[src/rtl/fifo_burst_reader_if.sv]
// Handshake bundle between the burst reader, the upstream FIFO read port
// and the downstream valid/ready stream.
interface fifo_burst_reader_if #(
   parameter int DATA_WIDTH = 64
);
   logic                  fifo_read_req;
   logic                  fifo_read_ready;
   logic [DATA_WIDTH-1:0] fifo_read_data;
   logic                  m_valid;
   logic                  m_ready;
   logic [DATA_WIDTH-1:0] m_data;
   logic                  m_last;

   // Burst reader side: pops the FIFO and sources the stream.
   modport master (
      output fifo_read_req,
      input  fifo_read_ready,
      input  fifo_read_data,
      output m_valid,
      input  m_ready,
      output m_data,
      output m_last
   );

   // Environment side: the FIFO plus the downstream consumer.
   modport slave (
      input  fifo_read_req,
      output fifo_read_ready,
      output fifo_read_data,
      input  m_valid,
      output m_ready,
      input  m_data,
      input  m_last
   );
endinterface

[src/rtl/fifo_burst_reader.sv]
// Burst drain stage for read-latency-1 FIFOs. A start command pops exactly
// num_words words and re-presents them as a valid/ready stream with a last
// marker. A 3-entry buffer absorbs the FIFO read latency so the stream can
// run at one word per cycle; pops are throttled on registered occupancy
// only, so m_ready never reaches fifo_read_req combinationally.
module fifo_burst_reader #(
   parameter int DATA_WIDTH  = 64,
   parameter int COUNT_WIDTH = 16
) (
   input  logic                   clk,
   input  logic                   reset,
   input  logic                   start,
   input  logic [COUNT_WIDTH-1:0] num_words,
   output logic                   busy,
   output logic                   done,
   fifo_burst_reader_if.master    bus
);

   typedef enum logic [1:0] {
      ST_IDLE  = 2'd0,
      ST_READ  = 2'd1,
      ST_DRAIN = 2'd2
   } state_t;

   localparam logic [COUNT_WIDTH-1:0] COUNT_ZERO = {COUNT_WIDTH{1'b0}};
   localparam logic [COUNT_WIDTH-1:0] COUNT_ONE  = {{(COUNT_WIDTH-1){1'b0}}, 1'b1};

   // Advance a buffer pointer around the 3-entry ring.
   function automatic logic [1:0] ptr_inc(input logic [1:0] ptr);
      logic [1:0] nxt;
      if (ptr == 2'd2) begin
         nxt = 2'd0;
      end else begin
         nxt = ptr + 2'd1;
      end
      return nxt;
   endfunction

   state_t                 state_r;
   state_t                 state_next_s;
   logic [COUNT_WIDTH-1:0] req_left_r;
   logic [COUNT_WIDTH-1:0] req_left_next_s;
   logic                   busy_r;
   logic                   done_r;
   logic                   done_next_s;

   logic                   inflight_r;
   logic                   inflight_last_r;
   logic [1:0]             occ_r;
   logic [1:0]             occ_next_s;
   logic [1:0]             head_r;
   logic [1:0]             tail_r;
   logic [DATA_WIDTH-1:0]  mem_data_r [0:2];
   logic                   mem_last_r [0:2];

   logic [2:0]             fill_s;
   logic                   pop_s;
   logic                   valid_s;
   logic                   xfer_s;
   logic                   head_last_s;
   logic                   last_xfer_s;

   // Words held plus the one in flight must leave room for the next pop.
   assign fill_s      = {1'b0, occ_r} + {2'b00, inflight_r};
   assign pop_s       = (state_r == ST_READ) && (req_left_r != COUNT_ZERO) &&
                        bus.fifo_read_ready && (fill_s < 3'd3);
   assign valid_s     = (occ_r != 2'd0);
   assign xfer_s      = valid_s && bus.m_ready;
   assign head_last_s = mem_last_r[head_r];
   assign last_xfer_s = xfer_s && head_last_s;

   assign bus.fifo_read_req = pop_s;
   assign bus.m_valid       = valid_s;
   assign bus.m_data        = mem_data_r[head_r];
   assign bus.m_last        = valid_s && head_last_s;
   assign busy              = busy_r;
   assign done              = done_r;

   // Next-state logic: command acceptance, pop counting and burst completion.
   always_comb begin
      state_next_s    = state_r;
      req_left_next_s = req_left_r;
      done_next_s     = 1'b0;
      case (state_r)
         ST_IDLE: begin
            if (start) begin
               if (num_words != COUNT_ZERO) begin
                  state_next_s    = ST_READ;
                  req_left_next_s = num_words;
               end else begin
                  done_next_s = 1'b1;
               end
            end else begin
               state_next_s = ST_IDLE;
            end
         end
         ST_READ: begin
            if (pop_s) begin
               req_left_next_s = req_left_r - COUNT_ONE;
               if (req_left_r == COUNT_ONE) begin
                  state_next_s = ST_DRAIN;
               end else begin
                  state_next_s = ST_READ;
               end
            end else begin
               state_next_s = ST_READ;
            end
         end
         ST_DRAIN: begin
            if (last_xfer_s) begin
               state_next_s = ST_IDLE;
               done_next_s  = 1'b1;
            end else begin
               state_next_s = ST_DRAIN;
            end
         end
         default: begin
            state_next_s    = ST_IDLE;
            req_left_next_s = COUNT_ZERO;
         end
      endcase
   end

   // Occupancy: a write and a read in the same cycle cancel out.
   always_comb begin
      occ_next_s = occ_r;
      case ({inflight_r, xfer_s})
         2'b10:   occ_next_s = occ_r + 2'd1;
         2'b01:   occ_next_s = occ_r - 2'd1;
         default: occ_next_s = occ_r;
      endcase
   end

   // Control registers: FSM state, remaining pops and status outputs.
   always_ff @(posedge clk) begin
      if (reset) begin
         state_r    <= ST_IDLE;
         req_left_r <= COUNT_ZERO;
         busy_r     <= 1'b0;
         done_r     <= 1'b0;
      end else begin
         state_r    <= state_next_s;
         req_left_r <= req_left_next_s;
         busy_r     <= (state_next_s != ST_IDLE);
         done_r     <= done_next_s;
      end
   end

   // Prefetch buffer: capture the word popped last cycle at the tail and
   // retire the head on each stream transfer; reset drops everything.
   always_ff @(posedge clk) begin
      if (reset) begin
         inflight_r      <= 1'b0;
         inflight_last_r <= 1'b0;
         occ_r           <= 2'd0;
         head_r          <= 2'd0;
         tail_r          <= 2'd0;
         for (int i = 0; i < 3; i++) begin
            mem_data_r[i] <= {DATA_WIDTH{1'b0}};
            mem_last_r[i] <= 1'b0;
         end
      end else begin
         inflight_r      <= pop_s;
         inflight_last_r <= pop_s && (req_left_r == COUNT_ONE);
         occ_r           <= occ_next_s;
         if (inflight_r) begin
            mem_data_r[tail_r] <= bus.fifo_read_data;
            mem_last_r[tail_r] <= inflight_last_r;
            tail_r             <= ptr_inc(tail_r);
         end
         if (xfer_s) begin
            head_r <= ptr_inc(head_r);
         end
      end
   end

endmodule

[src/flat_wrapper.sv]
// flat-port wrapper written by rule: the top's interface ports become plain ports
module fifo_burst_reader_flat 
#(
   parameter int DATA_WIDTH  = 64,
   parameter int COUNT_WIDTH = 16
)
  (clk, reset, start, num_words, busy, done, bus_fifo_read_req, bus_fifo_read_ready, bus_fifo_read_data, bus_m_valid, bus_m_ready, bus_m_data, bus_m_last);
  fifo_burst_reader_if #(.DATA_WIDTH(DATA_WIDTH)) bus_i ();
  input  logic clk;
  input  logic reset;
  input  logic start;
  input  logic [COUNT_WIDTH-1:0] num_words;
  output logic busy;
  output logic done;
  output wire logic [$bits(bus_i.fifo_read_req)-1:0] bus_fifo_read_req;
  input wire logic [$bits(bus_i.fifo_read_ready)-1:0] bus_fifo_read_ready;
  input wire logic [$bits(bus_i.fifo_read_data)-1:0] bus_fifo_read_data;
  output wire logic [$bits(bus_i.m_valid)-1:0] bus_m_valid;
  input wire logic [$bits(bus_i.m_ready)-1:0] bus_m_ready;
  output wire logic [$bits(bus_i.m_data)-1:0] bus_m_data;
  output wire logic [$bits(bus_i.m_last)-1:0] bus_m_last;
  assign bus_fifo_read_req = bus_i.fifo_read_req;
  assign bus_i.fifo_read_ready = bus_fifo_read_ready;
  assign bus_i.fifo_read_data = bus_fifo_read_data;
  assign bus_m_valid = bus_i.m_valid;
  assign bus_i.m_ready = bus_m_ready;
  assign bus_m_data = bus_i.m_data;
  assign bus_m_last = bus_i.m_last;
  fifo_burst_reader #(.DATA_WIDTH(DATA_WIDTH), .COUNT_WIDTH(COUNT_WIDTH)) u_core (.clk(clk), .reset(reset), .start(start), .num_words(num_words), .busy(busy), .done(done), .bus(bus_i));
endmodule
[config.mk]
export PLATFORM = sky130hd
export DESIGN_NAME = fifo_burst_reader_flat
export DESIGN_NICKNAME = d
export VERILOG_FILES = /design/src/rtl/fifo_burst_reader_if.sv /design/src/rtl/fifo_burst_reader.sv /design/src/flat_wrapper.sv
export SDC_FILE = /design/constraint.sdc
export NUM_CORES = 1
export LEC_CHECK = 0
export BUFFER_PORTS_ARGS = -buffer_cell sky130_fd_sc_hd__buf_2
export CAP_MARGIN = 20
export CORE_ASPECT_RATIO = 0.7
export CORE_UTILIZATION = 28
export CTS_CLUSTER_DIAMETER = 40
export DETAILED_ROUTE_END_ITERATION = 10
export PLACE_DENSITY = 0.43
export SLEW_MARGIN = 20
export SYNTH_ARGS = -nofsm -noshare
export SYNTH_HDL_FRONTEND = slang
export SYNTH_SLANG_ARGS = --single-unit
[constraint.sdc]
create_clock -name clk -period 4.1 [get_ports clk]
set_clock_uncertainty 0.1 [all_clocks]
set_input_delay 0.82 -clock clk [delete_from_list [all_inputs] [get_ports clk]]
set_output_delay 0.82 -clock clk [all_outputs]
set_load 0.02 [all_outputs]
==> metrics.txt <==
portion of the post-synthesis area used by sequential elements=0.671; number of pins exceeding their max-slew limit in the final report=0; worst-case headroom to the max-slew limit=0.334; fraction of the cycle the final worst path needs=0.820; Worst R2R Path Depth=7; static power due to leakage=5.57 nW; first-pass GRT wire length=47.2 mm; Primary FF master, synth=sky130_fd_sc_hd__edfxtp_1; critical path fanouts, max=8; worst reg2reg startpoint=u_core.occ_r[0]$_SDFFE_PP0P_; setup repair after global routing missed its margin=no; largest area contributor in the synthesized netlist=sky130_fd_sc_hd__edfxtp_1; Slowest cell on crit path=sky130_fd_sc_hd__or4_1; Remaining Overflow, GRT=0; Stages on worst setup path=5; DRC marker count from the first detailed-route iteration=459; met2 wirelength from detailed routing=14.2 mm; YS warnings=0; launching element type of the critical path=register; share of post-route cells with drive strength above 1=0.339; end point of the critical path=bus_fifo_read_req; setup violation total in the final timing report=0; top area cells in the synthesized netlist=sky130_fd_sc_hd__edfxtp_1 (62%), sky130_fd_sc_hd__mux4_2 (12%), sky130_fd_sc_hd__and2_1 (9.9%); commonest cells in the synthesized netlist=sky130_fd_sc_hd__edfxtp_1 (260), sky130_fd_sc_hd__and2_1 (198), sky130_fd_sc_hd__mux4_2 (65); capture point of the worst reg-to-reg path=u_core.req_left_r[0]$_SDFFE_PP0P_; clock slew seen by the registers of the worst setup and hold paths=about 50 ps; area of the die=45,600 um^2; Fin Setup TNS=0 ps; row cnt=64; Vert. Die Dim=179 um; maximum number of buffers from clock root to sink=3; met1 wire length=15.2 mm; IR Drop Worst-Case VDD=245 uV; final instance area=~15,000 um^2; synthesized net count=872; via count of the routed design=7,148; starting density of the core=0.285; number of H-tree branching levels=2; initial antenna violation count=6; type of the worst setup path=reg -> out; HPWL after detailed placement=18.9 mm; Fmax achieved=about 300 MHz; relative area change from synthesis to final layout=23.0%; critical path required time=~3200 ps; number of synthesized register bits=290; largest net degree at the start of global routing=66; routability congestion estimate from global placement=just over 0.8; Total GRT Usage=0.141; mapped cell area=around 13,000 um^2; length of routed met3 wiring=~1.9 mm; post_cts resized=0; count of boundary I/O pins=154; proportion of netlist area held by the largest area contributor=0.623; number of synthesized flops with an enable pin=260; count of final hold-check violations=0; number of violations of the max-capacitance limit=0; launch instance of the worst min-delay path=u_core.inflight_last_r$_SDFF_PP0_; Cell Area, Placed=14,000 um^2; hold buffer count at cts=0; highest signal layer in the routed design=met5; nets=1,043; crit path cell chain=or4_1, and4bb_4, or2_2, inv_2, buf_2; path class of the lowest-slack min-delay path=reg -> reg; gate count after technology mapping=a little under 800; setup slack of the most critical reg-to-reg path=1650 ps; mean instance size in the synthesized netlist=16.0 um^2; worst path buffer plus inverter count=2; ratio of routed vias to standard cells=4.51; count leader, synth=sky130_fd_sc_hd__edfxtp_1; wire length per cell after detailed routing=20.1 um; number of global-route vias before repair=~7,300; Async S/R FF share, synth=0; total power divided by cell area=around 490 nW/um^2; drc violations=0; die width=about 250 um; worst setup path startpoint=u_core.req_left_r[4]$_SDFFE_PP0P_; hold depth=0; number of buffers created by CTS=43; Post-CTS Repair Setup Buffers=0; Period minus WS final=approximately 3400 ps; router iterations before antenna repair=5; final routed wirelength across all metal layers=31.9 mm; family with the most delay on the worst path=simple AND/OR/NAND/NOR gates; remaining number of nets flagged by the antenna check after routing=0; distinct cell type count after synthesis=63; longest individual stage delay on the worst path=760 ps; Clock Latency Late Sink=530 ps; buffers added on ports=153; Setup WS pre-CTS=846 ps; post-layout worst setup margin=between 700 and 800 ps; data arrival time of the worst path=2440 ps; placeable core region=43,900 um^2; type of element capturing the critical path=output pin; pin slew with the least headroom to its limit=999 ps; clock tree from TritonCTS=built; cell at the root of the clock tree=sky130_fd_sc_hd__clkbuf_16; outcome=finished, final reports clean; number of sinks handled by clock tree synthesis=290
cells in the final DEF (no fill, tap or decap), types with 3 or more instances in the layout:
master | Yosys | final
sky130_fd_sc_hd__or2_2 | 6 | 3
sky130_fd_sc_hd__nor4_1 | 8 | 8
sky130_fd_sc_hd__clkinvlp_4 | 0 | 4
sky130_fd_sc_hd__edfxtp_1 | 260 | 260
sky130_fd_sc_hd__buf_2 | 6 | 153
sky130_fd_sc_hd__nand2b_1 | 3 | 3
sky130_fd_sc_hd__nor2_1 | 19 | 18
sky130_fd_sc_hd__xnor2_1 | 9 | 9
sky130_fd_sc_hd__clkinv_1 | 1 | 8
sky130_fd_sc_hd__buf_4 | 0 | 17
sky130_fd_sc_hd__dfxtp_1 | 30 | 28
sky130_fd_sc_hd__and2_1 | 198 | 198
sky130_fd_sc_hd__o32ai_2 | 6 | 6
sky130_fd_sc_hd__inv_1 | 12 | 12
sky130_fd_sc_hd__clkinv_2 | 0 | 8
sky130_fd_sc_hd__clkbuf_16 | 0 | 45
sky130_fd_sc_hd__nand4_1 | 4 | 4
sky130_fd_sc_hd__ha_1 | 5 | 5
sky130_fd_sc_hd__o211ai_1 | 3 | 3
sky130_fd_sc_hd__o21ai_0 | 10 | 10
sky130_fd_sc_hd__mux4_2 | 65 | 65
sky130_fd_sc_hd__nor2b_1 | 3 | 3
sky130_fd_sc_hd__inv_8 | 0 | 3
sky130_fd_sc_hd__nor3_1 | 9 | 8
sky130_fd_sc_hd__or2_4 | 0 | 3
sky130_fd_sc_hd__clkbuf_1 | 34 | 4
sky130_fd_sc_hd__nand3_1 | 8 | 8
sky130_fd_sc_hd__nand2_1 | 14 | 14
sky130_fd_sc_hd__inv_6 | 0 | 6
sky130_fd_sc_hd__diode_2 | 0 | 4
sky130_fd_sc_hd__a211oi_1 | 5 | 5
sky130_fd_sc_hd__a21oi_1 | 15 | 15
report_power, final:
part	leakage [nW]	total, mW	internal, mW	switching, mW
sequential	2.84	3.39	3.32	0.0712
clock	0.666	3.49	2.09	1.40
combinational	2.06	0.737	0.304	0.433
total	5.57	7.62	5.71	1.90
flip-flops by register name (all words and copies together), names as in the netlist, named ones only:
name	cells
u_core.busy	1
u_core.done	1
u_core.head_r	2
u_core.inflight_last_r	1
u_core.inflight_r	1
u_core.mem_data_r	256
u_core.mem_last_r	4
u_core.occ_r	2
u_core.req_left_r	16
u_core.state_r	2
u_core.tail_r	2
area by class of cell:
type                       count  area (um^2)
clock inverter                30          221
sequential                   290         8420
timing repair buffer         171          913
clock buffer                  49         1140
antenna                        4         10.0
multi-input combinational    433         3910
fill                        4273        28500
tap                          594          743
inverter                      14         52.6
cell families after synthesis:
kind of cell,synth area share
adders and majority gates,0.00499
buffers and inverters,0.0189
muxes,0.119
xor gates and xnor gates,0.00699
DFF,0.671
and+or+nand+nor,0.141
AOI/OAI and AO/OA,0.0375
per-stage QoR:
step                       util  cells  hold slack (ps)  power [mW]
final                     0.351   1585              380        7.62
after global routing      0.351   1582              367        7.91
after CTS                 0.351   1581              361        7.72
after detailed placement  0.320   1502              367        4.20
after global placement    0.320   1502              363        4.20
after floorplan               -    782              327        3.92
layer usage:
metal,vias to the layer above,GRT usage
met5,-,0
met4,2,0.0389
met3,50,0.0359
met2,169,0.216
met1,3580,0.199
li1,3347,-
worst min-delay path by stage:
stage	to	slack, ps
3_5_place_dp	u_core.mem_last_r[3]$_DFFE_PP_	370
3_3_place_gp	u_core.mem_last_r[3]$_DFFE_PP_	360
6_report	u_core.mem_last_r[3]$_DFFE_PP_	380
4_1_cts	u_core.mem_data_r[3][13]$_DFFE_PP_	360
2_1_floorplan	u_core.mem_last_r[3]$_DFFE_PP_	330
5_1_grt	u_core.mem_data_r[3][8]$_DFFE_PP_	370
Power figures use the tool's default switching activity.
